[config.mk]
export PLATFORM = sky130hd
export DESIGN_NAME = lab4_truth_table_sweeper_flat
export DESIGN_NICKNAME = d
export VERILOG_FILES = /design/src/rtl/lab4_truth_table_sweeper_if.sv /design/src/rtl/lab4_truth_table_sweeper.sv /design/src/flat_wrapper.sv
export SDC_FILE = /design/constraint.sdc
export NUM_CORES = 1
export LEC_CHECK = 0
export CELL_PAD_IN_SITES_DETAIL_PLACEMENT = 1
export CELL_PAD_IN_SITES_GLOBAL_PLACEMENT = 2
export CORE_MARGIN = 2
export CORE_UTILIZATION = 30
export DETAILED_ROUTE_END_ITERATION = 8
export PLACE_DENSITY = 0.82
export SLEW_MARGIN = 15
export SYNTH_ARGS = -nofsm -noshare
export SYNTH_HDL_FRONTEND = slang
export SYNTH_SLANG_ARGS = --single-unit
[constraint.sdc]
create_clock -name clk -period 3.4 [get_ports clk]
set_input_delay 1.02 -clock clk [delete_from_list [all_inputs] [get_ports clk]]
set_output_delay 1.02 -clock clk [all_outputs]
set_load 0.05 [all_outputs]
[src/rtl/lab4_truth_table_sweeper_if.sv]
// Bundle between the truth-table sweeper and the function under test.
// Carries stimulus, sampled response, results and the trace read port.
//
// Signals:
//   start         sweep request (slave -> master)
//   func_in       function block output (slave -> master)
//   tt_addr       truth-table read address (slave -> master)
//   vec_out       stimulus vector, MSB=a .. LSB=g (master -> slave)
//   busy, done    sweep status (master -> slave)
//   minterm_count number of vectors where func_in was 1
//   signature     CRC-16 over sampled func_in bits
//   tt_bit        captured func_in for tt_addr
interface lab4_truth_table_sweeper_if #(
  parameter int N_INPUTS = 7
);
  logic                start;
  logic                func_in;
  logic [N_INPUTS-1:0] tt_addr;
  logic [N_INPUTS-1:0] vec_out;
  logic                busy;
  logic                done;
  logic [N_INPUTS:0]   minterm_count;
  logic [15:0]         signature;
  logic                tt_bit;

  modport master (
    input  start,
    input  func_in,
    input  tt_addr,
    output vec_out,
    output busy,
    output done,
    output minterm_count,
    output signature,
    output tt_bit
  );

  modport slave (
    output start,
    output func_in,
    output tt_addr,
    input  vec_out,
    input  busy,
    input  done,
    input  minterm_count,
    input  signature,
    input  tt_bit
  );
endinterface

[src/rtl/lab4_truth_table_sweeper.sv]
// Walks all 2^N_INPUTS input vectors, samples the function output,
// and accumulates a minterm count plus a CRC-16-CCITT signature.
//
// Ports:
//   clk  rising-edge clock
//   rst  synchronous active-high reset
//   bus  lab4_truth_table_sweeper_if.master (start, func_in, tt_addr in;
//        vec_out, busy, done, minterm_count, signature, tt_bit out)
// Parameters:
//   N_INPUTS      function input count (sweep length 2^N_INPUTS)
//   SETTLE_CYCLES extra hold cycles per vector before sampling, 0..15
// Build option:
//   LAB4_SWEEP_TRACE_EN  adds a truth-table capture readable via tt_addr
module lab4_truth_table_sweeper #(
  parameter int N_INPUTS      = 7,
  parameter int SETTLE_CYCLES = 1
) (
  input logic                        clk,
  input logic                        rst,
  lab4_truth_table_sweeper_if.master bus
);

  localparam int          NV       = 1 << N_INPUTS;
  localparam bit          NO_HOLD  = (SETTLE_CYCLES == 0);
  localparam logic [3:0]  SET_LAST =
    NO_HOLD ? 4'd0 : 4'(SETTLE_CYCLES - 1);
  localparam logic [15:0] CRC_POLY = 16'h1021;
  localparam logic [15:0] CRC_INIT = 16'hFFFF;

  localparam logic [N_INPUTS-1:0] VEC_ONE =
    {{(N_INPUTS-1){1'b0}}, 1'b1};

  typedef enum logic [1:0] {
    IDLE,
    HOLD,
    SAMPLE,
    FINISH
  } state_e;

  state_e              state_q, state_d;
  logic [N_INPUTS-1:0] vec_q, vec_d;
  logic [3:0]          cnt_q, cnt_d;
  logic [N_INPUTS:0]   mint_q, mint_d;
  logic [15:0]         crc_q, crc_d;

  logic accept;
  logic sample;
  logic last_vec;
  logic fb;

  assign accept   = (state_q == IDLE) && bus.start;
  assign sample   = (state_q == SAMPLE);
  assign last_vec = &vec_q;
  assign fb       = crc_q[15] ^ bus.func_in;

  always_ff @(posedge clk) begin
    if (rst) begin
      state_q <= IDLE;
      vec_q   <= '0;
      cnt_q   <= '0;
      mint_q  <= '0;
      crc_q   <= CRC_INIT;
    end else begin
      state_q <= state_d;
      vec_q   <= vec_d;
      cnt_q   <= cnt_d;
      mint_q  <= mint_d;
      crc_q   <= crc_d;
    end
  end

  always_comb begin
    state_d = state_q;
    unique case (state_q)
      IDLE: begin
        if (bus.start)
          state_d = NO_HOLD ? SAMPLE : HOLD;
      end
      HOLD: begin
        if (cnt_q == SET_LAST)
          state_d = SAMPLE;
      end
      SAMPLE: begin
        if (last_vec)
          state_d = FINISH;
        else if (!NO_HOLD)
          state_d = HOLD;
      end
      FINISH: begin
        state_d = IDLE;
      end
    endcase
  end

  always_comb begin
    vec_d  = vec_q;
    cnt_d  = cnt_q;
    mint_d = mint_q;
    crc_d  = crc_q;
    if (accept) begin
      vec_d  = '0;
      cnt_d  = '0;
      mint_d = '0;
      crc_d  = CRC_INIT;
    end else if (state_q == HOLD) begin
      cnt_d = cnt_q + 4'd1;
    end else if (sample) begin
      mint_d = mint_q + {{N_INPUTS{1'b0}}, bus.func_in};
      crc_d  = {crc_q[14:0], 1'b0} ^ (fb ? CRC_POLY : 16'h0000);
      // The all-ones vector ends the sweep, so vec never wraps.
      if (!last_vec) begin
        vec_d = vec_q + VEC_ONE;
        cnt_d = '0;
      end
    end
  end

  assign bus.vec_out       = vec_q;
  assign bus.busy          = (state_q == HOLD) || sample;
  assign bus.done          = (state_q == FINISH);
  assign bus.minterm_count = mint_q;
  assign bus.signature     = crc_q;

`ifdef LAB4_SWEEP_TRACE_EN
  logic [NV-1:0] tt_q;
  logic          tt_bit_q;

  always_ff @(posedge clk) begin
    if (rst) begin
      tt_q     <= '0;
      tt_bit_q <= 1'b0;
    end else begin
      if (accept)
        tt_q <= '0;
      else if (sample)
        tt_q[vec_q] <= bus.func_in;
      tt_bit_q <= tt_q[bus.tt_addr];
    end
  end

  assign bus.tt_bit = tt_bit_q;
`else
  logic unused_tt_addr;
  assign unused_tt_addr = ^bus.tt_addr;
  assign bus.tt_bit     = 1'b0;
`endif

endmodule

[src/flat_wrapper.sv]
// flat-port wrapper written by rule: the top's interface ports become plain ports
module lab4_truth_table_sweeper_flat 
#(
  parameter int N_INPUTS      = 7,
  parameter int SETTLE_CYCLES = 1
)
  (clk, rst, bus_start, bus_func_in, bus_tt_addr, bus_vec_out, bus_busy, bus_done, bus_minterm_count, bus_signature, bus_tt_bit);
  lab4_truth_table_sweeper_if #(.N_INPUTS(N_INPUTS)) bus_i ();
  input logic clk;
  input logic rst;
  input wire logic [$bits(bus_i.start)-1:0] bus_start;
  input wire logic [$bits(bus_i.func_in)-1:0] bus_func_in;
  input wire logic [$bits(bus_i.tt_addr)-1:0] bus_tt_addr;
  output wire logic [$bits(bus_i.vec_out)-1:0] bus_vec_out;
  output wire logic [$bits(bus_i.busy)-1:0] bus_busy;
  output wire logic [$bits(bus_i.done)-1:0] bus_done;
  output wire logic [$bits(bus_i.minterm_count)-1:0] bus_minterm_count;
  output wire logic [$bits(bus_i.signature)-1:0] bus_signature;
  output wire logic [$bits(bus_i.tt_bit)-1:0] bus_tt_bit;
  assign bus_i.start = bus_start;
  assign bus_i.func_in = bus_func_in;
  assign bus_i.tt_addr = bus_tt_addr;
  assign bus_vec_out = bus_i.vec_out;
  assign bus_busy = bus_i.busy;
  assign bus_done = bus_i.done;
  assign bus_minterm_count = bus_i.minterm_count;
  assign bus_signature = bus_i.signature;
  assign bus_tt_bit = bus_i.tt_bit;
  lab4_truth_table_sweeper #(.N_INPUTS(N_INPUTS), .SETTLE_CYCLES(SETTLE_CYCLES)) u_core (.clk(clk), .rst(rst), .bus(bus_i));
endmodule
==> metrics.md <==
| Metric | Value |
|---|---|
| Total GRT Usage | `around an eighth` |
| Peak supply drop | `approximately 0.00025 V` |
| Fill cells | `a little over 600` |
| Adder-cell share of the synthesized area | `between 7 and 8%` |
| CP Class | `reg2out` |
| Antenna Violating Nets Remaining | `0` |
| Die Span Y | `78.1 um` |
| FP Rows | `26` |
| Bufs on Longest Clock Path | `2` |
| Minimum clock period | `3.08 ns` |
| Post-Syn Nets | `approximately 200` |
| Post-synthesis sequential element count | `37` |
| DP Wirelength | `~2600 um` |
| Core Footprint | `around 0.0052 mm^2` |
| Proportion of layout cells with a drive suffix above 1 | `around 7%` |
| Distinct cells, synth | `36` |
| DRC Markers | `0` |
| DR iter-0 viols | `25` |
| Clock Latency Late Sink | `roughly 0.29 ns` |
| Top cell type's share of synthesized area | `between 40% and 50%` |
| RSZ-0062 raised after global routing | `no` |
| Crit path max fanout | `6` |
| Cells after synthesis | `about 180` |
| Gr ovfl total | `0` |
| WL met1 | `approximately 1800 um` |
| Design Area, Final | `0.00217 mm^2` |
| Clock tree sinks | `37` |
| Pins Over Slew Limit | `0` |
| Worst Path Required | `roughly 2.4 ns` |
| CTS root buffer | `clkbuf_8` |
| Simple-gate share of the synthesized area | `18.5%` |
| WL final | `3550 um` |
| Status | `complete, no violations` |
| CTS tree | `built` |
| I/O pins | `45` |
| Post-synthesis mux area share | `approximately 10%` |
| WL per Instance | `between 10 and 15 um` |
| Compound-gate portion of the synthesized area | `a little under a tenth` |
| Hold crit path type | `reg2reg` |
| # nets final | `roughly 240` |
| Post_cts resized | `0` |
| Mapped Avg Cell Area | `about 9.4 um^2` |
| WL met3 | `103 um` |
| CTS Hold Bufs | `0` |
| Setup TNS Final | `0 ns` |
| Ant diodes | `0` |
| Die X | `78.1 um` |
| Cell Area, Placed | `about 0.0021 mm^2` |
| Crit end category | `output pin` |
| Synth-to-Final Area Change | `31.6%` |
| Lkg Pwr | `between 0.7 and 0.8 nW` |
| Critical Path AT | `around 2.1 ns` |
| Crit path launch type | `flop` |
| Initial antenna violation count | `0` |
| Final setup viols | `0` |
| Worst Skew | `slightly above 0.008 ns` |
| XOR/XNOR share of the synthesized area | `about 5.8%` |
| Vias | `1347` |
| Global-route wire length before repair | `about 6200 um` |
| Synth area leader | `dfxtp_1` |
| Die ar. | `roughly 0.006 mm^2` |
| Starting Density | `31.7%` |
| Fmax | `around 0.32 GHz` |
| Share of the clock period used by the worst path | `90.5%` |
| Seq/Total Area, Yosys | `between 40% and 50%` |
| IO buf count | `36` |
| Routed wire length on met2 | `around 1600 um` |
| Area contributors post-synth | `dfxtp_1, mux2i_1, ha_1` |
| Setup bufs post-CTS | `0` |
| Max Cap Viol | `0` |
| Total iterations of the first detailed-routing run | `4` |
| Largest net degree at the start of global routing | `19` |
| Uppermost layer routed | `met4` |
| Pwr/cell area | `~440 mW/mm^2` |
| GPL Wtd Cong | `0.713` |
| Htree depth | `2` |
| Clock slew at reported path FFs | `roughly 0.070 ns` |
| Number of buffers created by CTS | `5` |
| Largest family of logic cells by synthesized area | `simple AND/OR/NAND/NOR gates` |
| Final hold vios | `0` |
| Slew margin rel. | `approximately three fifths` |
| Vias in the first global route | `1310` |
| Synth Cell Area | `between 0.0015 and 0.002 mm^2` |
| Warning count from the yosys run | `0` |
| Worst-Margin Slew | `slightly below 0.6 ns` |
| Vias/cell | `4.71` |
-- metrics by stage --
stage / hold slack [ns] / instances / utilization (%) / power (mW) / setup slack [ns]
finish: 0.497 / 286 / 41.7 / 0.959 / 0.322
global route: 0.537 / 286 / 41.7 / 1.02 / 0.222
CTS: 0.504 / 286 / 41.7 / 0.978 / 0.293
detailed placement: 0.489 / 278 / 40.0 / 0.671 / 0.616
global placement: 0.481 / 278 / 40.0 / 0.670 / 0.619
floorplan: 0.458 / 176 / - / 0.613 / 1.32
-- cell type report --
class                      count  area (um^2)  area share, %
sequential                    37          741           34.2
clock buffer                   5         68.8           3.17
timing repair buffer          39          383           17.7
tap                           70         87.6           4.04
inverter                       6         22.5           1.04
multi-input combinational    126          848           39.1
clock inverter                 3         17.5          0.808
-- logic make-up (layout without fill, tap and decap cells) --
logic type | count (synthesis) | in the layout
compound gates | 25 | 25
other cells | 1 | 1
xor+xnor | 11 | 11
fa+ha+maj | 10 | 10
buf+inv | 13 | 53
simple gates | 63 | 63
flops | 37 | 37
mux | 16 | 16
-- placed cells by master (no fill, tap or decap), types with 3 or more instances in the layout --
cell | synthesis | final
o21ai_0 | 6 | 6
nand2_1 | 21 | 21
a21oi_1 | 6 | 6
dfxtp_1 | 37 | 37
ha_1 | 10 | 10
xor2_1 | 10 | 10
clkdlybuf4s50_1 | 0 | 36
nor2_1 | 17 | 17
nand4_1 | 3 | 3
buf_4 | 2 | 3
clkbuf_8 | 0 | 5
nand3_1 | 8 | 8
inv_1 | 6 | 6
a31oi_1 | 3 | 3
mux2i_1 | 16 | 16
-- cells in the mapped netlist, drive strengths merged --
cell and number:
dfxtp 37, nand2 21, nor2 17, mux2i 16
ha 10, xor2 10, nand3 8, a21oi 7
o21ai 7, inv 6, buf 4, a31oi 3
clkbuf 3, nand4 3, nor2b 3, and3 2
o211ai 2, o31ai 2, or4 2, a211oi 1
a21o 1, a22oi 1, a32oi 1, and4 1
conb 1, nor3 1, nor4 1, nor4b 1
or2 1, or3 1, or3b 1, xnor2 1
-- per-layer routing --
metal  global-route usage [%]  vias up
li1                         -      684
met2                     19.7       23
met1                     16.9      638
met4                     5.79        0
met5                        0        -
met3                     4.37        2
-- sequential cells by signal (all words and copies together) (netlist names) --
name,cells
u_core.state_q,2
u_core.bus.minterm_count,8
u_core.bus.signature,16
u_core.cnt_q,4
u_core.bus.vec_out,7
-- report_power, final --
part	switching, mW	total [mW]	internal [mW]
logic	0.132	0.202	0.0697
registers	0.0118	0.456	0.444
clock network	0.160	0.301	0.141
-- critical path: stages, from the launching register on --
cell and delay, ns:
dfxtp_1 0.39, inv_1 0.12, ha_1 0.42, clkdlybuf4s50_1 0.84
-- path summary, 6_finish.rpt --
check                                  from                                  to  slack, ns  depth (start not counted)
max reg2reg  u_core.state_q[0]$_SDFFE_PP0P_  u_core.bus.vec_out[5]$_SDFFE_PP0P_       1.30                          6
min            u_core.cnt_q[3]$_SDFFE_PP0P_        u_core.cnt_q[3]$_SDFFE_PP0P_       0.50                          2
min reg2reg    u_core.cnt_q[3]$_SDFFE_PP0P_        u_core.cnt_q[3]$_SDFFE_PP0P_       0.50                          2
max          u_core.state_q[1]$_SDFFE_PP0P_                            bus_busy       0.32                          3
Note: power is estimated with default switching activity, not from simulation.
